===== config.mk =====
export PLATFORM = sky130hd
export DESIGN_NAME = fetch_stage
export DESIGN_NICKNAME = d
export VERILOG_FILES = /design/src/rtl/fetch_stage.sv
export SDC_FILE = /design/constraint.sdc
export NUM_CORES = 1
export LEC_CHECK = 0
export ABC_AREA = 1
export CAP_MARGIN = 20
export CORE_ASPECT_RATIO = 0.7
export CORE_UTILIZATION = 47
export DETAILED_ROUTE_END_ITERATION = 10
export PLACE_DENSITY = 0.9
export SYNTH_ARGS = -nofsm -noshare
export SYNTH_HDL_FRONTEND = slang
export SYNTH_SLANG_ARGS = --single-unit

===== constraint.sdc =====
create_clock -name clk -period 5.11 [get_ports clk]
set_input_delay 1.533 -clock clk [delete_from_list [all_inputs] [get_ports clk]]
set_output_delay 1.533 -clock clk [all_outputs]
set_load 0.02 [all_outputs]

===== src/rtl/fetch_stage.sv =====
// rtl/fetch_stage.sv - RV32I instruction-fetch stage with PC, ROM addressing and IF/ID register
module fetch_stage #(
    parameter int          DEPTH     = 1024,
    parameter logic [31:0] RESET_PC  = 32'h0000_0000,
    parameter logic [31:0] NOP_INSTR = 32'h0000_0013
) (
    input  logic                     clk,
    input  logic                     rst,
    input  logic                     stall,
    input  logic                     redirect,
    input  logic [31:0]              redirect_pc,
    output logic [$clog2(DEPTH)-1:0] rom_addr,
    input  logic [31:0]              rom_instr,
    output logic [31:0]              if_pc,
    output logic [31:0]              if_pc4,
    output logic [31:0]              if_instr,
    output logic                     if_valid,
    output logic                     if_fault
);

    localparam int ADDR_W = $clog2(DEPTH);

    logic [31:0] pc;
    logic [31:0] pc_plus4;
    logic [31:0] redirect_target;
    logic        in_range;

    // Sequential PC and its 32-bit wrapping increment; redirect targets are forced word aligned.
    always_comb begin
        pc_plus4        = pc + 32'd4;
        redirect_target = redirect_pc & ~32'h0000_0003;
        in_range        = (pc[31:ADDR_W+2] == '0);
        rom_addr        = pc[ADDR_W+1:2];
    end

    // PC register: redirect beats stall, stall holds, otherwise advance by one word.
    always_ff @(posedge clk or posedge rst) begin
        if (rst) begin
            pc <= RESET_PC;
        end else if (redirect) begin
            pc <= redirect_target;
        end else if (!stall) begin
            pc <= pc_plus4;
        end
    end

    // IF/ID register: flush to a bubble on redirect, hold on stall, capture the fetch otherwise.
    always_ff @(posedge clk or posedge rst) begin
        if (rst) begin
            if_pc    <= 32'h0000_0000;
            if_pc4   <= 32'h0000_0000;
            if_instr <= NOP_INSTR;
            if_valid <= 1'b0;
            if_fault <= 1'b0;
        end else if (redirect) begin
            if_instr <= NOP_INSTR;
            if_valid <= 1'b0;
            if_fault <= 1'b0;
        end else if (!stall) begin
            if_pc    <= pc;
            if_pc4   <= pc_plus4;
            if_valid <= 1'b1;
            if (in_range) begin
                if_instr <= rom_instr;
                if_fault <= 1'b0;
            end else begin
                if_instr <= NOP_INSTR;
                if_fault <= 1'b1;
            end
        end
    end

endmodule

; ---- Word level (Yosys, flattened, before mapping)
; Cells that the tools add are included.
[word_totals]
regBits = 130
latch_bits = 0
ramBits = 0
mem_bits_ro = 0
in_bits = 68
out_inout_bits = 108
mem_count = 0
[classes]
n_addsub = 1
mul = 0
div = 0
order_cmp = 0
eq_ne = 1
shift = 0
mux = 10
n_bitwise = 2
reduce_logical = 2
[ops]
columns = operator, n
row1 = two-way mux 32 bit, 5
row2 = adder 32 x 3 -> 32 bit (second input constant), 1
row3 = logical NOT 20 bit, 1
row4 = two-way mux 1 bit, 5
row5 = != test 2 x 1 -> 1 bit (second input constant), 1
row6 = inverter 1 bit, 2
row7 = AND reduction 2 bit, 1

; ---- Depth between registers and ports, before layout
[depth]
word_depth = 4
ltp_mapped = 9
mapped_depth_nobuf = 9

; ---- Worst setup path after synthesis
; No wires, ideal clock.
[synth_path]
path_kind = input-to-reg
start = input port redirect
end = register if_pc4[5]
setup_ps = 128
arrival_ps = 2292
required_time_ps = 4982
slack_ps = 2690
stages = 7
n_path_buf = 3
path_cell_list = buf_2 -> nor2_2 -> inv_2 -> buf_2 -> buf_2 -> nand2_1 -> nand2_1
[synth_between]
elab_chain_len = 2
[synth_rtl]
columns = element, line_no
row1 = "start, declared", 10  ; input logic redirect,
row2 = inverter 1 bit (no line), --
row3 = AND reduction 2 bit (no line), --
row4 = "end signal, assigned", 61  ; if_pc4 <= pc_plus4;
row5 = "end, declared", 15  ; output logic [31:0] if_pc4,
; No other way between the ends.
; A chain may end at the register's enable or synchronous reset.

; ---- Final worst setup path
[layout_path]
start = input port redirect
end = register pc[31]
[layout_between]
elab_chain_len = 1
[layout_rtl]
columns = element, line_no
row1 = != test 2 x 1 -> 1 bit (no line) or two-way mux 32 bit (tied branches), --
row2 = "end signal, assigned", 41  ; pc <= redirect_target;
row3 = "end signal, assigned", 43  ; pc <= pc_plus4;
row4 = "end, declared", 23  ; logic [31:0] pc;
; Parallel ways exist; a longest one is shown, timed or not.

==> reports/results.ini <==
[status]
status = finished, final reports clean

[sta]
min_period_ns = 3.21
fin_tns_setup_ns = 0
fin_skew_ns = 0.00852
hold_violations = 0
final-setup-viol-count = 0
fmax_mhz = 311
maxSlewHeadroom_pct = 38.1
finalCritPeriodShare_pct = 62.8
maxSlewViolCount = 0
rsz0062_at_grt = no
tightestPinTransition_ns = 0.928

[critical_path]
cp.arrival_ns = 3.56
cp-end-kind = flop
timing.rr.end = if_instr[14]$_DFFE_PP0N_
cp_max_fo = 33
path_cells = clkdlybuf4s50_1, buf_4, nor2_4, inv_2, o21ai_0, inv_1, nand2_1
r2r_setup_slack_ns = 3.37
max_stage_delay_ns = 0.61
r2r-start = pc[26]$_DFFE_PP0N_
crit_required_ns = 5.46
r2r_cells = 6
critPathSlowestCell = nor2_4
startpoint_type = primary input
crit_type = primary input to flop

[clock_tree]
cts_resized = 0
cts_tree = yes
h-tree-depth = 4
cts.sinks = 124
cts_root_buffer = clkbuf_16
cts.clk_slew.worst_paths_ns = 0.06
postCtsHoldBufs = 0
cts_buffers = 17
clockBufferDepth = 2
post_cts_buffers = 0
clock_latency_ns = 0.41

[logic_synthesis]
syn_inst = 724
ys_types = 27
yosysWarnings = 0
seq_area_frac_synth_pct = 54.0
synth.avg_cell_area_um2 = 7.94
synthFlopType = dfrtp_1
synth.cell_area_um2 = 5750
async_flop_share_pct = 100
ys_ff_latch = 124
synth_edf_count = 0

[detailed_routing]
wl_per_cell_um = 15.7
drt_pass1_iterations = 5
vias = 5518
viasPerCell = 5.26
drc = 0
detail-route-antenna-nets = 0
drt_iter0_drc = 463
drt_wl_total_um = 16500

[die]
io-pin-count = 176
die_area_um2 = 12700
die_height_um = 94.5
initial_utilization_pct = 48.7
rows = 33
chipWidth_um = 134
coreArea_um2 = 11800

[grt]
antenna_found_initial = 0
grt_max_degree = 77
grt_overflow_total = 0
grt_pass1_vias = 5323
grt_usage_pct = 27.4
grt_pass1_wl_um = 26500

[finish]
layout-drive-gt1-share_pct = 7.39
final_common_cell = nand2_1
antenna_cells = 0
layout_common_cells = 298 x nand2_1, 169 x clkdlybuf4s50_1, 121 x dfrtp_1
syn_to_final_growth_pct = 40.8
fin_nets = 950

[pwr]
p_comb_share_pct = 19.1
p_int_mw = 2.10
powerDensity_nw_per_um2 = 363
vdd_drop_max_v = 0.000265
p_sw_share_pct = 28.4
power_frac_seq_pct = 39.5
p_leak_nw = 3.74
finalPower_mw = 2.94
pwr-share-clk_pct = 41.4
power_switching_mw = 0.834

[hold_path]
min_path_type = flop to flop
worstHoldPathCells = 2
hold_end = if_pc[4]$_DFFE_PP0P_
hp-start = if_pc[4]$_DFFE_PP0P_

[place]
place.gp.congestion = 0.888
post-dp-hpwl_um = 11300
portBuffers = 169

[run]
max-cap-violations = 0

[cells in the mapped netlist, types with 4 or more instances]
cell type    n  area, µm²
nand2_1    298       1120
dfrtp_1    121       3030
o21ai_0     73        365
nand3_1     50        250
inv_1       47        176
nor2_1      44        165
buf_4       15        113
buf_2       14       70.1
clkbuf_1    11       41.3
nor2_4       8       90.1
nor2_2       6       37.5
nand4_1      4       25.0
o21ai_1      4       20.0
[kinds of logic after synthesis]
family                     Yosys count  share of synthesized area [%]
xor gates and xnor gates             4                          0.609
AOI/OAI and AO/OA                   81                           7.09
DFF                                124                           54.0
other                                1                         0.0652
adders and majority gates            1                          0.218
and+or+nand+nor                    421                           30.7
buffers and inverters               92                           7.29
[per-stage QoR]
stage / area, µm² / hold WS, ns / setup WS (ns) / cells / util, %
after floorplan: 5760 / 0.509 / 0.283 / 727 / -
after global placement: 7490 / 0.455 / 1.50 / 1018 / 63.4
after detailed placement: 7490 / 0.459 / 1.47 / 1018 / 63.4
after CTS: 8080 / 0.474 / 1.87 / 1049 / 68.4
after global routing: 8100 / 0.503 / 1.72 / 1050 / 68.6
final: 8100 / 0.470 / 1.90 / 1050 / 68.6
[worst max-delay path by stage]
stage	start	to	slack (ns)	depth (start not counted)
2_1_floorplan	rst	if_fault$_DFFE_PP0N_	0.28	1
3_3_place_gp	redirect	pc[31]$_DFFE_PP0N_	1.50	7
3_5_place_dp	redirect	pc[21]$_DFFE_PP0N_	1.47	7
4_1_cts	redirect	pc[31]$_DFFE_PP0N_	1.87	7
5_1_grt	redirect	pc[22]$_DFFE_PP0N_	1.72	7
6_report	redirect	pc[31]$_DFFE_PP0N_	1.90	7
[final cells by class]
cell class / instances / area, µm²
well taps: 157 / 196
clock inverters: 11 / 144
multi-input cells: 511 / 2240
clock buffers: 20 / 447
repair buffers: 177 / 1770
inverters: 50 / 190
fillers: 925 / 3710
flip-flops and latches: 124 / 3110
[power by group through the flow]
stage / clock network (mW) / registers [mW] / logic [mW]
after floorplan: 0 / 1.25 / 0.202
after global placement: 0 / 1.17 / 0.544
after detailed placement: 0 / 1.17 / 0.558
after CTS: 1.23 / 1.16 / 0.564
after global routing: 1.28 / 1.17 / 0.606
final: 1.22 / 1.16 / 0.560
[registers in the layout, summed over array words and instances, names as in the netlist]
signal	count
if_valid	1
if_pc4	30
pc	30
if_pc	30
if_fault	1
if_instr	32
[critical path, delay by kind of cell]
| kind | cells | cell delay, ns |
|---|---|---|
| AOI/OAI and AO/OA | 1 | 0.27 |
| and+or+nand+nor | 2 | 0.67 |
| buffers and inverters | 4 | 1.05 |
[metal layers]
layer  wire, µm  vias to the layer above  global-route usage [%]  part of all wire [%]
li1           -                     2567                       -                     -
met3       1930                       28                    10.5                    12
met2       7740                      303                    45.0                    47
met5          0                        -                       0                     0
met4        211                        0                    9.36                   1.3
met1       6620                     2620                    33.4                    40
(Power assumes the default switching activity.)
